<file path="src/rtl/restoring_divider.sv">
// rtl/restoring_divider.sv - sequential unsigned restoring divider with borrow-lookahead trial subtractor
// Also holds the lookahead subtractor used for each trial subtraction.

module borrow_lookahead_sub #(
  parameter int N = 5
) (
  input  logic [N-1:0] i_a,
  input  logic [N-1:0] i_b,
  output logic [N-2:0] o_diff,
  output logic         o_borrow
);

  logic [N-1:0] w_g;
  logic [N-1:0] w_p;
  logic [N-2:0] w_c;
  logic         w_cout;

  // a - b computed as a + ~b + 1, so the carry into bit 0 is always 1.
  assign w_g = i_a & ~i_b;
  assign w_p = i_a ^ ~i_b;

  // Flattened lookahead: carry into bit k from all lower generate/propagate terms.
  function automatic logic carry_into(input logic [N-1:0] g, input logic [N-1:0] p, input int k);
    logic acc;
    logic prod;
    acc  = 1'b0;
    prod = 1'b1;
    for (int j = N - 1; j >= 0; j--) begin
      if (j < k) begin
        acc  = acc | (prod & g[j]);
        prod = prod & p[j];
      end
    end
    return acc | prod;
  endfunction

  always_comb begin
    w_c = '0;
    for (int i = 0; i < N - 1; i++) begin
      w_c[i] = carry_into(w_g, w_p, i);
    end
    w_cout = carry_into(w_g, w_p, N);
  end

  // The top difference bit is never needed: a trial that fits is below the divisor.
  assign o_diff   = w_p[N-2:0] ^ w_c;
  assign o_borrow = ~w_cout;

endmodule

module restoring_divider #(
  parameter int WIDTH = 4
) (
  input  logic             i_clk,
  input  logic             i_rst_n,
  input  logic             i_start,
  input  logic [WIDTH-1:0] i_dividend,
  input  logic [WIDTH-1:0] i_divisor,
  output logic             o_busy,
  output logic             o_done,
  output logic [WIDTH-1:0] o_quotient,
  output logic [WIDTH-1:0] o_remainder,
  output logic             o_div_by_zero
);

  localparam int CW = (WIDTH > 1) ? $clog2(WIDTH) : 1;
  localparam logic [CW-1:0] LAST_STEP = CW'(WIDTH - 1);

  typedef enum logic [1:0] {
    S_IDLE,
    S_CALC,
    S_DONE
  } state_t;

  state_t           r_state;
  state_t           w_next_state;
  logic [CW-1:0]    r_count;
  logic [WIDTH-1:0] r_rem;
  logic [WIDTH-1:0] r_q;
  logic [WIDTH-1:0] r_divisor;
  logic [WIDTH-1:0] r_quotient;
  logic [WIDTH-1:0] r_remainder;
  logic             r_dbz;

  logic             w_accept;
  logic             w_step;
  logic             w_last;
  logic             w_busy;
  logic             w_done;
  logic             w_div_zero;
  logic [WIDTH:0]   w_s;
  logic [WIDTH-1:0] w_t;
  logic             w_borrow;
  logic [WIDTH-1:0] w_rem_next;
  logic [WIDTH-1:0] w_q_next;

  assign w_div_zero = (i_divisor == '0);

  always_ff @(posedge i_clk) begin
    if (!i_rst_n) begin
      r_state <= S_IDLE;
    end else begin
      r_state <= w_next_state;
    end
  end

  always_comb begin
    w_next_state = r_state;
    w_accept     = 1'b0;
    w_step       = 1'b0;
    w_last       = 1'b0;
    w_busy       = 1'b0;
    w_done       = 1'b0;
    case (r_state)
      S_IDLE: begin
        if (i_start) begin
          w_accept     = 1'b1;
          w_next_state = w_div_zero ? S_DONE : S_CALC;
        end
      end
      S_CALC: begin
        w_busy = 1'b1;
        w_step = 1'b1;
        if (r_count == LAST_STEP) begin
          w_last       = 1'b1;
          w_next_state = S_DONE;
        end
      end
      S_DONE: begin
        w_done       = 1'b1;
        w_next_state = S_IDLE;
      end
      default: w_next_state = S_IDLE;
    endcase
  end

  // Shift the next dividend bit into the partial remainder, then try the subtraction.
  assign w_s = {r_rem, r_q[WIDTH-1]};

  borrow_lookahead_sub #(
    .N(WIDTH + 1)
  ) u_sub (
    .i_a     (w_s),
    .i_b     ({1'b0, r_divisor}),
    .o_diff  (w_t),
    .o_borrow(w_borrow)
  );

  assign w_rem_next = w_borrow ? w_s[WIDTH-1:0] : w_t;
  assign w_q_next   = {r_q[WIDTH-2:0], ~w_borrow};

  always_ff @(posedge i_clk) begin
    if (!i_rst_n) begin
      r_count     <= '0;
      r_rem       <= '0;
      r_q         <= '0;
      r_divisor   <= '0;
      r_quotient  <= '0;
      r_remainder <= '0;
      r_dbz       <= 1'b0;
    end else if (w_accept) begin
      r_count   <= '0;
      r_rem     <= '0;
      r_q       <= i_dividend;
      r_divisor <= i_divisor;
      if (w_div_zero) begin
        r_quotient  <= '1;
        r_remainder <= i_dividend;
        r_dbz       <= 1'b1;
      end else begin
        r_dbz <= 1'b0;
      end
    end else if (w_step) begin
      r_count <= r_count + CW'(1);
      r_rem   <= w_rem_next;
      r_q     <= w_q_next;
      if (w_last) begin
        r_quotient  <= w_q_next;
        r_remainder <= w_rem_next;
      end
    end
  end

  assign o_busy        = w_busy;
  assign o_done        = w_done;
  assign o_quotient    = r_quotient;
  assign o_remainder   = r_remainder;
  assign o_div_by_zero = r_dbz;

endmodule
</file>
<file path="config.mk">
export PLATFORM = sky130hd
export DESIGN_NAME = restoring_divider
export DESIGN_NICKNAME = d
export VERILOG_FILES = /design/src/rtl/restoring_divider.sv
export SDC_FILE = /design/constraint.sdc
export NUM_CORES = 1
export LEC_CHECK = 0
export BUFFER_PORTS_ARGS = -buffer_cell sky130_fd_sc_hd__buf_2
export CELL_PAD_IN_SITES_DETAIL_PLACEMENT = 0
export CELL_PAD_IN_SITES_GLOBAL_PLACEMENT = 1
export CORE_MARGIN = 4
export CORE_UTILIZATION = 41
export CTS_CLUSTER_DIAMETER = 40
export DETAILED_ROUTE_END_ITERATION = 7
export PLACE_DENSITY = 0.75
export SLEW_MARGIN = 20
export SYNTH_ARGS = -nofsm -noshare
export SYNTH_HDL_FRONTEND = slang
export SYNTH_HIERARCHICAL = 1
export SYNTH_SLANG_ARGS = --single-unit
</file>
<file path="constraint.sdc">
create_clock -name i_clk -period 2.7 [get_ports i_clk]
set_input_delay 0.405 -clock i_clk [delete_from_list [all_inputs] [get_ports i_clk]]
set_output_delay 0.405 -clock i_clk [all_outputs]
set_load 0.02 [all_outputs]
</file>
==> results of run 1 <==
-- cell families (layout without fill, tap and decap cells) --
kind of cell,after synthesis,count (layout)
mux,11,11
other cells,1,1
flops,25,25
buf+inv,17,38
simple gates,42,42
xor+xnor,4,4
fa+ha+maj,7,7
compound gates,33,33
-- routing by layer --
layer | GRT usage [%] | share of wire [%] | vias up
met5 | 0 | 0 | -
met4 | 7.28 | 1.9 | 0
met3 | 3.15 | 4.5 | 5
met2 | 23.7 | 43 | 20
met1 | 20.8 | 50 | 482
li1 | - | - | 539
-- metrics by stage --
| stage | hold WS, ns | cell area [um2] | setup WS [ns] |
|---|---|---|---|
| after floorplan | 0.436 | 1280 | 0.641 |
| after global placement | 0.443 | 1420 | 0.677 |
| after detailed placement | 0.450 | 1420 | 0.608 |
| after CTS | 0.323 | 1450 | 0.569 |
| after global routing | 0.311 | 1450 | 0.383 |
| final | 0.327 | 1450 | 0.558 |
-- layout by cell type, fill, tap and decap left out, types with 2 or more instances in the layout --
| cell type | count |
|---|---|
| a211o_1 | 2 |
| nor4b_1 | 2 |
| buf_4 | 4 |
| a211oi_1 | 2 |
| a31oi_1 | 2 |
| a21oi_1 | 9 |
| mux2i_1 | 9 |
| nor2_1 | 9 |
| o221a_2 | 3 |
| o211ai_1 | 3 |
| nand2_1 | 19 |
| a22oi_1 | 5 |
| or4b_1 | 2 |
| nor2b_1 | 3 |
| mux2_2 | 2 |
| o21a_1 | 2 |
| inv_1 | 9 |
| dfxtp_1 | 25 |
| buf_2 | 21 |
| clkbuf_4 | 3 |
| ha_1 | 7 |
| xnor2_1 | 3 |
-- report_power, final --
group / internal [uW] / total (uW) / switching, uW
clock network: 57.9 / 171 / 113
logic: 70.5 / 156 / 85.6
registers: 385 / 399 / 14.3
-- final cells by class --
type	instances	area, um2
timing repair buffer	25	135
sequential	25	500
clock buffer	4	26.3
fill	284	1430
tap	42	52.6
multi-input combinational	98	698
inverter	9	33.8
-- tightest hold or removal path: cells and delay by family --
family / cells / cell delay (ns)
simple gates: 1 / 0.05
buf+inv: 1 / 0.11
compound gates: 1 / 0.05
-- sequential cells by signal, summed over array words and instances (netlist names) --
name and cells:
o_remainder 4, r_rem 4, o_div_by_zero 1, r_divisor 4
r_q 4, r_state 2, o_quotient 4, r_count 2
-- how the worst max path moves through the flow --
stage / depth (start not counted) / to
floorplan: 9 / o_remainder[0]$_SDFFE_PN0P_
global placement: 9 / o_remainder[1]$_SDFFE_PN0P_
detailed placement: 9 / o_remainder[0]$_SDFFE_PN0P_
CTS: 9 / o_remainder[0]$_SDFFE_PN0P_
global route: 9 / o_remainder[0]$_SDFFE_PN0P_
finish: 9 / o_remainder[0]$_SDFFE_PN0P_
==> metrics, run 1 <==
Worst setup EP type flip-flop; DRT Pass-1 Iters 4; CTS buffer count 3; status complete, no violations; buffers and inverters on the worst path 2; Synth Area in Compound Gates around a fifth; main combinational cell family by area after synthesis compound AO/OA/AOI/OAI gates; worst skew pair latency approximately 0.32 ns; worst stage delay on the critical path slightly above 0.4 ns; Die Area 4070 um2; WL/cell around 14 um; top area cells in the synthesized netlist dfxtp_1 (39%), mux2i_1 (7.1%), ha_1 (6.9%); Synth cell types 37; Setup Viol. Count Final 0; GP Congestion approximately 0.79; Synth Warn # 6; syn avg cell area 9.12 um2; Leakage roughly 0.00064 uW; Tot Pwr 727 uW; cell taking the most area after synthesis dfxtp_1; cts repair resizes 0; worst-path maximum fanout 6; Hold Path Class in2reg; buffers from clock root to sink, at most 2; Critical Path RT approximately 3 ns; Initial Util 44.4%; core footprint 2880 um2; hold_sp i_divisor[0]; worst reg2reg setup slack approximately 0.56 ns; Chip Height between 60 and 70 um; I/O pin count 22; RSZ-0062 raised after global routing false; most used cell, CP o211ai_1; Finished Layout Cells 203; number of synthesized flops with an enable pin 0; Post-CTS Setup Bufs 0; CTS root buf clkbuf_4; Synth Flop Type dfxtp_1; Hold EP r_divisor[0]$_SDFFE_PN0P_; hold-fix buffers at CTS 0; mux contribution to synthesized area about 9%; Hold Path Stages 3; final core utilization 50.3%; CP arrival ~2.4 ns; final WL roughly 2800 um; critical path startpoint r_q[3]$_SDFFE_PN0P_; syn nets around 160; Power Density 502 nW/um2; Final nets 180; CTS tree yes; max-slew violations 0; vias in the first global route about 1000; # port buffers 21; routed vias/inst 5.15; sequential share of the synthesized area ~40%; Hold Fails Final Rpt 0; GR Overflow Total 0; FF+latch count, synth 25; Sink Count 25; post-synth top area share between 30% and 40%; dpl cells just under 200; count leader, synth dfxtp_1; XOR/XNOR share of the synthesized area 2.74%; Final period util between 70% and 80%; post-layout min period 2.14 ns; Remaining DRCs 0; initial antenna violation count 0; area grow syn2layout 13.2%; share of layout cells above drive strength 1 22.4%; fraction of registers with async set/reset 0%; max_cap viols 0; largest net degree at the start of global routing 15; CTS clk-pin slew, worst paths about 0.13 ns; Max Fclk 0.467 GHz; Critical Path, Cell by Cell inv_1, ha_1, o211ai_1, nand2_1, a31oi_1, buf_4, mux2_2, o211ai_1, mux2i_1; DRT iter0 DRCs 32; Max VDD drop approximately 0.28 mV; reg2reg end o_remainder[0]$_SDFFE_PN0P_; Critical Path Start Type flip-flop; vias post-DR 1046; slowest cell on the critical path dfxtp_1; DRT antenna net count 0; synthesized area between 1000 and 1500 um2; FF-to-FF Start r_q[3]$_SDFFE_PN0P_; htree depth 1; Synth Area in Simple Gates ~17%; post-synthesis adder-cell area fraction 6.86%; Cells after Synth 140; cells on worst reg2reg path 9; Antenna diodes 0; width of the die about 64 um; All-Layer GR Usage 15.5%; DP HPWL ~2100 um; Worst Skew 0.00133 ns; CP top delay family compound AO/OA/AOI/OAI gates; CP Class reg2reg; Synth top cells by count dfxtp_1 (25), nand2_1 (19); first-pass GRT wire length about 4900 um; # rows 19; Final TNS setup 0 ns
(Power assumes the default switching activity.)
==> run 2, diff against run 1 <==
==> constraint.sdc (replaced) <==
create_clock -name i_clk -period 2.2 [get_ports i_clk]
set_input_delay 0.33 -clock i_clk [delete_from_list [all_inputs] [get_ports i_clk]]
set_output_delay 0.33 -clock i_clk [all_outputs]
set_load 0.02 [all_outputs]
==> metrics, run 2 (synthesis gave the netlist of run 1 again) <==
GR Overflow Total 0 (unchanged); WL/cell 14.5 um (+3.7%); Finished Layout Cells 203 (unchanged); Critical Path Start Type flip-flop; Hold Fails Final Rpt 0 (unchanged); All-Layer GR Usage 15.0% (-0.46 points); largest net degree at the start of global routing 17 (+2); Critical Path RT 2.43 ns (-0.49 ns); FF-to-FF Start r_q[3]$_SDFFE_PN0P_; first-pass GRT wire length 4870 um (-1.4%); Final nets 180 (unchanged); vias post-DR 1072 (+2.5%); CP Class reg2reg; CTS tree yes; Sink Count 25 (unchanged); # port buffers 21 (unchanged); share of layout cells above drive strength 1 23.6% (+1.2 points); Antenna diodes 0 (unchanged); post-layout min period 2.04 ns (-0.100 ns); cells on worst reg2reg path 9 (unchanged); worst-path maximum fanout 6 (unchanged); I/O pin count 22 (unchanged); multi-input gate area in the final layout 698 um2 (unchanged); register area 502 um2 (+0.25%); worst reg2reg setup slack 0.16 ns (-0.40 ns); worst skew pair latency 0.33 ns (about the same); Critical Path, Cell by Cell inv_1, ha_1, o211ai_1, nand2_1, a31oi_1, buf_4, mux2_2, o211ai_1, mux2i_1; CTS root buf clkbuf_4; most common cell after layout, fill and taps aside dfxtp_1; max_cap viols 0 (unchanged); hold_sp i_divisor[0]; initial antenna violation count 0 (unchanged); status complete, no violations; DRT Pass-1 Iters 4 (unchanged); Fillers 265 (-6.7%); CTS clk-pin slew, worst paths 0.16 ns (+0.03 ns); Hold EP r_divisor[0]$_SDFFE_PN0P_; Initial Util 44.4% (unchanged); most frequent cells in the layout dfxtp_1 (24), buf_2 (21), nand2_1 (19); core footprint 2880 um2 (unchanged); Final TNS setup 0 ns (unchanged); Worst Skew 0.0222 ns (+0.0209 ns); buffers from clock root to sink, at most 2 (unchanged); most used cell, CP o211ai_1; DP HPWL 2270 um (+6.2%); width of the die 63.8 um (unchanged); Chip Height 63.8 um (unchanged); area grow syn2layout 13.7%; Hold Path Stages 3 (unchanged); Power Density 624 nW/um2 (+24%); worst stage delay on the critical path 0.38 ns (-0.03 ns); routed vias/inst 5.28 (+2.5%); Final period util 92.8% (+13 points); post-route cell area 1450 um2 (+0.43%); Max VDD drop 0.291 mV (+3.5%); Worst setup EP type flip-flop; DRT antenna net count 0 (unchanged); slowest cell on the critical path dfxtp_2; CP arrival 2.28 ns (-0.08 ns); Max Fclk 0.490 GHz (+4.9%); Remaining DRCs 0 (unchanged); vias in the first global route 1073 (+5.2%); dpl cells 199 (unchanged); DRT iter0 DRCs 72 (+130%); reg2reg end o_remainder[0]$_SDFFE_PN0P_; max-slew violations 0 (unchanged); htree depth 1 (unchanged); # rows 19 (unchanged); hold-fix buffers at CTS 0 (unchanged); CTS buffer count 3 (unchanged); final WL 2950 um (+3.7%); GP Congestion 0.860 (+8.7%); RSZ-0062 raised after global routing false; Post-DP Area 1420 um2 (unchanged); Die Area 4070 um2 (unchanged); Setup Viol. Count Final 0 (unchanged); Hold Path Class in2reg; Leakage 0.000643 uW (+0.59%); hold_ws 0.252 ns (-0.0751 ns)
## run 2: cell types whose count changed in the layout (fill, tap and decap cells not counted)
cell      previous run  this run
clkbuf_1             1         0
dfxtp_2              0         1
inv_6                0         1
dfxtp_1             25        24
## run 2: layer usage
layer / wire length, um / vias up / track usage, %
met5: 0 / - / 0
met4: 37 / 0 / 5.66
met3: 273 / 4 / 3.85
met2: 1300 / 46 / 24.1
met1: 1330 / 482 / 19.3
li1: - / 540 / -
## run 2: through the flow
step	utilization, %	total power [uW]	worst slack, ns
finish	50.5	906	0.158
floorplan	-	641	0.141
detailed placement	49.4	693	0.0999
global placement	49.4	690	0.192
CTS	50.5	913	0.0904
global route	50.5	959	0.00665
## run 2: how the worst max path moves through the flow
stage                              startpoint                           to  slack, ns  depth (start not counted)
final                     r_q[3]$_SDFFE_PN0P_  o_remainder[0]$_SDFFE_PN0P_       0.16                          9
after global routing      r_q[3]$_SDFFE_PN0P_  o_remainder[0]$_SDFFE_PN0P_      0.007                          9
after CTS                 r_q[3]$_SDFFE_PN0P_  o_remainder[0]$_SDFFE_PN0P_       0.09                          9
after detailed placement  r_q[3]$_SDFFE_PN0P_  o_remainder[1]$_SDFFE_PN0P_        0.1                          9
after global placement    r_q[3]$_SDFFE_PN0P_  o_remainder[1]$_SDFFE_PN0P_       0.19                          9
after floorplan           r_q[3]$_SDFFE_PN0P_  o_remainder[0]$_SDFFE_PN0P_       0.14                          9
## run 2: where the power goes
group	total [uW]	internal, uW	switching, uW
clock network	222	74.0	148
logic	192	86.6	106
registers	491	473	18.3
total	906	634	272
## run 2: layout make-up
type	count	area share, %
multi-input cells	98	48.1
well taps	42	3.62
clock buffers	3	1.55
inverters	9	2.33
flip-flops and latches	25	34.5
clock inverters	1	0.603
repair buffers	25	9.30
## run 2: timing repair
action	in CTS	in global routing
hold endpoints to repair	0	0
setup endpoints to repair	0	3
buffers inserted	0	0
gates resized for setup	0	1
## run 2: worst max-delay path: cells and delay by family (launching register included)
family / cells / cell delay (ns)
compound gates: 3 / 0.49
mux: 2 / 0.44
flops: 1 / 0.38
fa+ha+maj: 1 / 0.31
buf+inv: 2 / 0.23
simple gates: 1 / 0.10
==> run 3, diff against run 2 <==
--- a/config.mk
+++ b/config.mk
@@ -10,11 +10,9 @@
 export CELL_PAD_IN_SITES_GLOBAL_PLACEMENT = 1
 export CORE_MARGIN = 4
 export CORE_UTILIZATION = 41
-export CTS_CLUSTER_DIAMETER = 40
 export DETAILED_ROUTE_END_ITERATION = 7
-export PLACE_DENSITY = 0.75
+export PLACE_DENSITY = 0.76
 export SLEW_MARGIN = 20
 export SYNTH_ARGS = -nofsm -noshare
 export SYNTH_HDL_FRONTEND = slang
-export SYNTH_HIERARCHICAL = 1
 export SYNTH_SLANG_ARGS = --single-unit
==> metrics, run 3 <==
DRT iter0 DRCs 70 (-2.8%); GP Congestion 0.954 (+11%); Worst Skew 0.00389 ns (-0.0184 ns); worst stage delay on the critical path 0.37 ns (about the same); Power Density 638 nW/um2 (+2.3%); Cells after Synth 143 (+2.1%); post-layout min period 1.86 ns (-0.180 ns); All-Layer GR Usage 15.5% (+0.51 points); status complete, no violations; WL/cell 14.5 um (+0.15%); buffers and inverters on the worst path 1 (-1); cells on worst reg2reg path 6 (-3); reg2reg end r_rem[0]$_SDFFE_PP0P_; CP arrival 2.10 ns (-0.18 ns); Hold EP r_divisor[3]$_SDFFE_PN0P_; # rows 19 (unchanged); Worst slew margin approximately 70%; vias in the first global route 1105 (+3.0%); Synth Flop Type dfxtp_1; fraction of registers with async set/reset 0% (unchanged); first-pass GRT wire length 5020 um (+3.0%); Leakage 0.000595 uW (-7.4%); largest net degree at the start of global routing 14 (-3); final core utilization 49.6% (-0.87 points); CTS root buf clkbuf_4; hold-fix buffers at CTS 0 (unchanged); CP top delay family compound AO/OA/AOI/OAI gates; Hold Path Stages 3 (unchanged); post-synthesis adder-cell area fraction 5.88% (-0.98 points); worst reg2reg setup slack 0.34 ns (+0.18 ns); hold_sp i_divisor[3]; Final TNS setup 0 ns (unchanged); Critical Path, Cell by Cell inv_1, ha_1, o21ai_1, a32o_2, mux2_4, o22ai_1; Final period util 84.6% (-8.2 points); RSZ-0062 raised after global routing false; Fillers 290 (+9.4%); worst skew pair latency 0.31 ns (-0.02 ns); Critical Path RT 2.44 ns (about the same); final WL 2990 um (+1.6%); Synth top cells by count dfxtp_1 (25), nand2_1 (17), a21oi_1 (16), nor2_1 (16), inv_1 (7); routed vias/inst 5.57 (+5.4%); CTS buffer count 3 (unchanged); slew of the pin with the lowest slew margin 0.441 ns; top area cells in the synthesized netlist dfxtp_1 (39%), a21oi_1 (6.3%), ha_1 (5.9%); syn nets 160 (+1.3%); post-placement setup slack 0.381 ns (+0.281 ns); max_cap viols 0 (unchanged); max-slew violations 0 (unchanged); Synth Warn # 0 (-6); synthesized area 1280 um2 (unchanged); Initial Util 44.4% (unchanged); Hold Path Class in2reg; hold_ws 0.259 ns (+0.00743 ns); cell taking the most area after synthesis dfxtp_1; number of synthesized flops with an enable pin 0 (unchanged); CTS clk-pin slew, worst paths 0.13 ns (-0.03 ns); Setup Viol. Count Final 0 (unchanged); sequential share of the synthesized area 39.2% (unchanged); initial antenna violation count 0 (unchanged); core footprint 2880 um2 (unchanged); post-synth top area share 39.2% (unchanged); most common cell after layout, fill and taps aside dfxtp_1; XOR/XNOR share of the synthesized area 1.37% (-1.4 points); Chip Height 63.8 um (unchanged); count leader, synth dfxtp_1; vias post-DR 1147 (+7.0%); FF-to-FF Start r_q[3]$_SDFFE_PN0P_; DRT Pass-1 Iters 4 (unchanged); DP HPWL 2290 um (+0.68%); Die Area 4070 um2 (unchanged); Max Fclk 0.537 GHz (+9.7%); CTS tree yes; Tot Pwr 911 uW (+0.54%); Final nets 182 (+1.1%); Synth Area in Compound Gates 27.9% (+8.9 points); Antenna diodes 0 (unchanged); Critical Path Start Type flip-flop; worst-path maximum fanout 6 (unchanged); cts repair resizes 0 (unchanged); syn avg cell area 8.93 um2 (-2.1%); mux contribution to synthesized area 1.96% (-6.9 points); main combinational cell family by area after synthesis compound AO/OA/AOI/OAI gates; area grow syn2layout 11.8%; htree depth 1 (unchanged); # port buffers 21 (unchanged); Remaining DRCs 0 (unchanged); FF+latch count, synth 25 (unchanged); GR Overflow Total 0 (unchanged); share of layout cells above drive strength 1 23.8% (+0.18 points); Max VDD drop 0.304 mV (+4.3%); I/O pin count 22 (unchanged); slowest cell on the critical path dfxtp_1; width of the die 63.8 um (unchanged); Synth Area in Simple Gates 17.7% (+0.78 points); Post-CTS Setup Bufs 0 (unchanged); Sink Count 25 (unchanged); Worst setup EP type flip-flop; Synth cell types 40 (+8.1%); buffers from clock root to sink, at most 2 (unchanged); DRT antenna net count 0 (unchanged); Final WS setup 0.338 ns (+0.180 ns); Hold Fails Final Rpt 0 (unchanged); most frequent cells in the layout dfxtp_1 (25), buf_2 (21), nand2_1 (17); CP Class reg2reg
[run 3: cell count changes in the layout (fill, tap and decap cells not counted), moves of 5 or more]
cell      previous run  this run
a21oi_1              9        16
a22oi_1              5         0
mux2i_1              9         1
nor2_1               9        16
o221ai_1             0         6
[run 3: final cells by class]
| cell class | instances | area (um2) | area share [%] |
|---|---|---|---|
| clock buffers | 4 | 26.3 | 1.84 |
| inverters | 10 | 42.5 | 2.98 |
| multi-input cells | 104 | 701 | 49.1 |
| flip-flops and latches | 25 | 500 | 35.1 |
| well taps | 42 | 52.6 | 3.68 |
| repair buffers | 21 | 105 | 7.36 |
[run 3: worst register-to-register path: stages (launching register included)]
cell     delay (ns)
dfxtp_1        0.37
inv_1          0.08
ha_1           0.33
o21ai_1        0.23
a32o_2         0.33
mux2_4         0.33
o22ai_1        0.13
[run 3: stage by stage]
stage               cell area [um2]  std cells
finish                         1430        206
global route                   1430        206
detailed placement             1400        202
CTS                            1430        206
floorplan                      1280        143
global placement               1400        202
[run 3: layer usage]
metal	vias up	global-route usage, %	wire length (um)
met5	-	0	0
met4	0	7.82	33
met3	4	4.20	190
met2	33	24.0	1360
met1	538	19.8	1410
li1	572	-	-
[run 3: where the power goes]
group | internal [uW] | switching [uW]
Sequential | 476 | 24.6
Combinational | 90.3 | 121
Clock | 70.8 | 128
[run 3: worst max path at each step]
stage,from,to,slack (ns),cells past startpoint
floorplan,r_q[3]$_SDFFE_PN0P_,r_rem[0]$_SDFFE_PP0P_,0.56,6
global placement,r_q[3]$_SDFFE_PN0P_,r_rem[1]$_SDFFE_PP0P_,0.45,6
detailed placement,r_q[3]$_SDFFE_PN0P_,r_rem[0]$_SDFFE_PP0P_,0.38,6
CTS,r_state[0]$_SDFFE_PN0P_,o_busy,0.35,3
global route,r_q[3]$_SDFFE_PN0P_,r_rem[1]$_SDFFE_PP0P_,0.23,6
finish,r_q[3]$_SDFFE_PN0P_,r_rem[0]$_SDFFE_PP0P_,0.34,6
[run 3: logic make-up (layout without fill, tap and decap cells)]
logic type                 after synthesis  after routing
AOI/OAI and AO/OA                       49             49
xor gates and xnor gates                 2              2
adders and majority gates                6              6
buffers and inverters                   14             35
DFF                                     25             25
muxes                                    2              2
and+or+nand+nor                         45             45
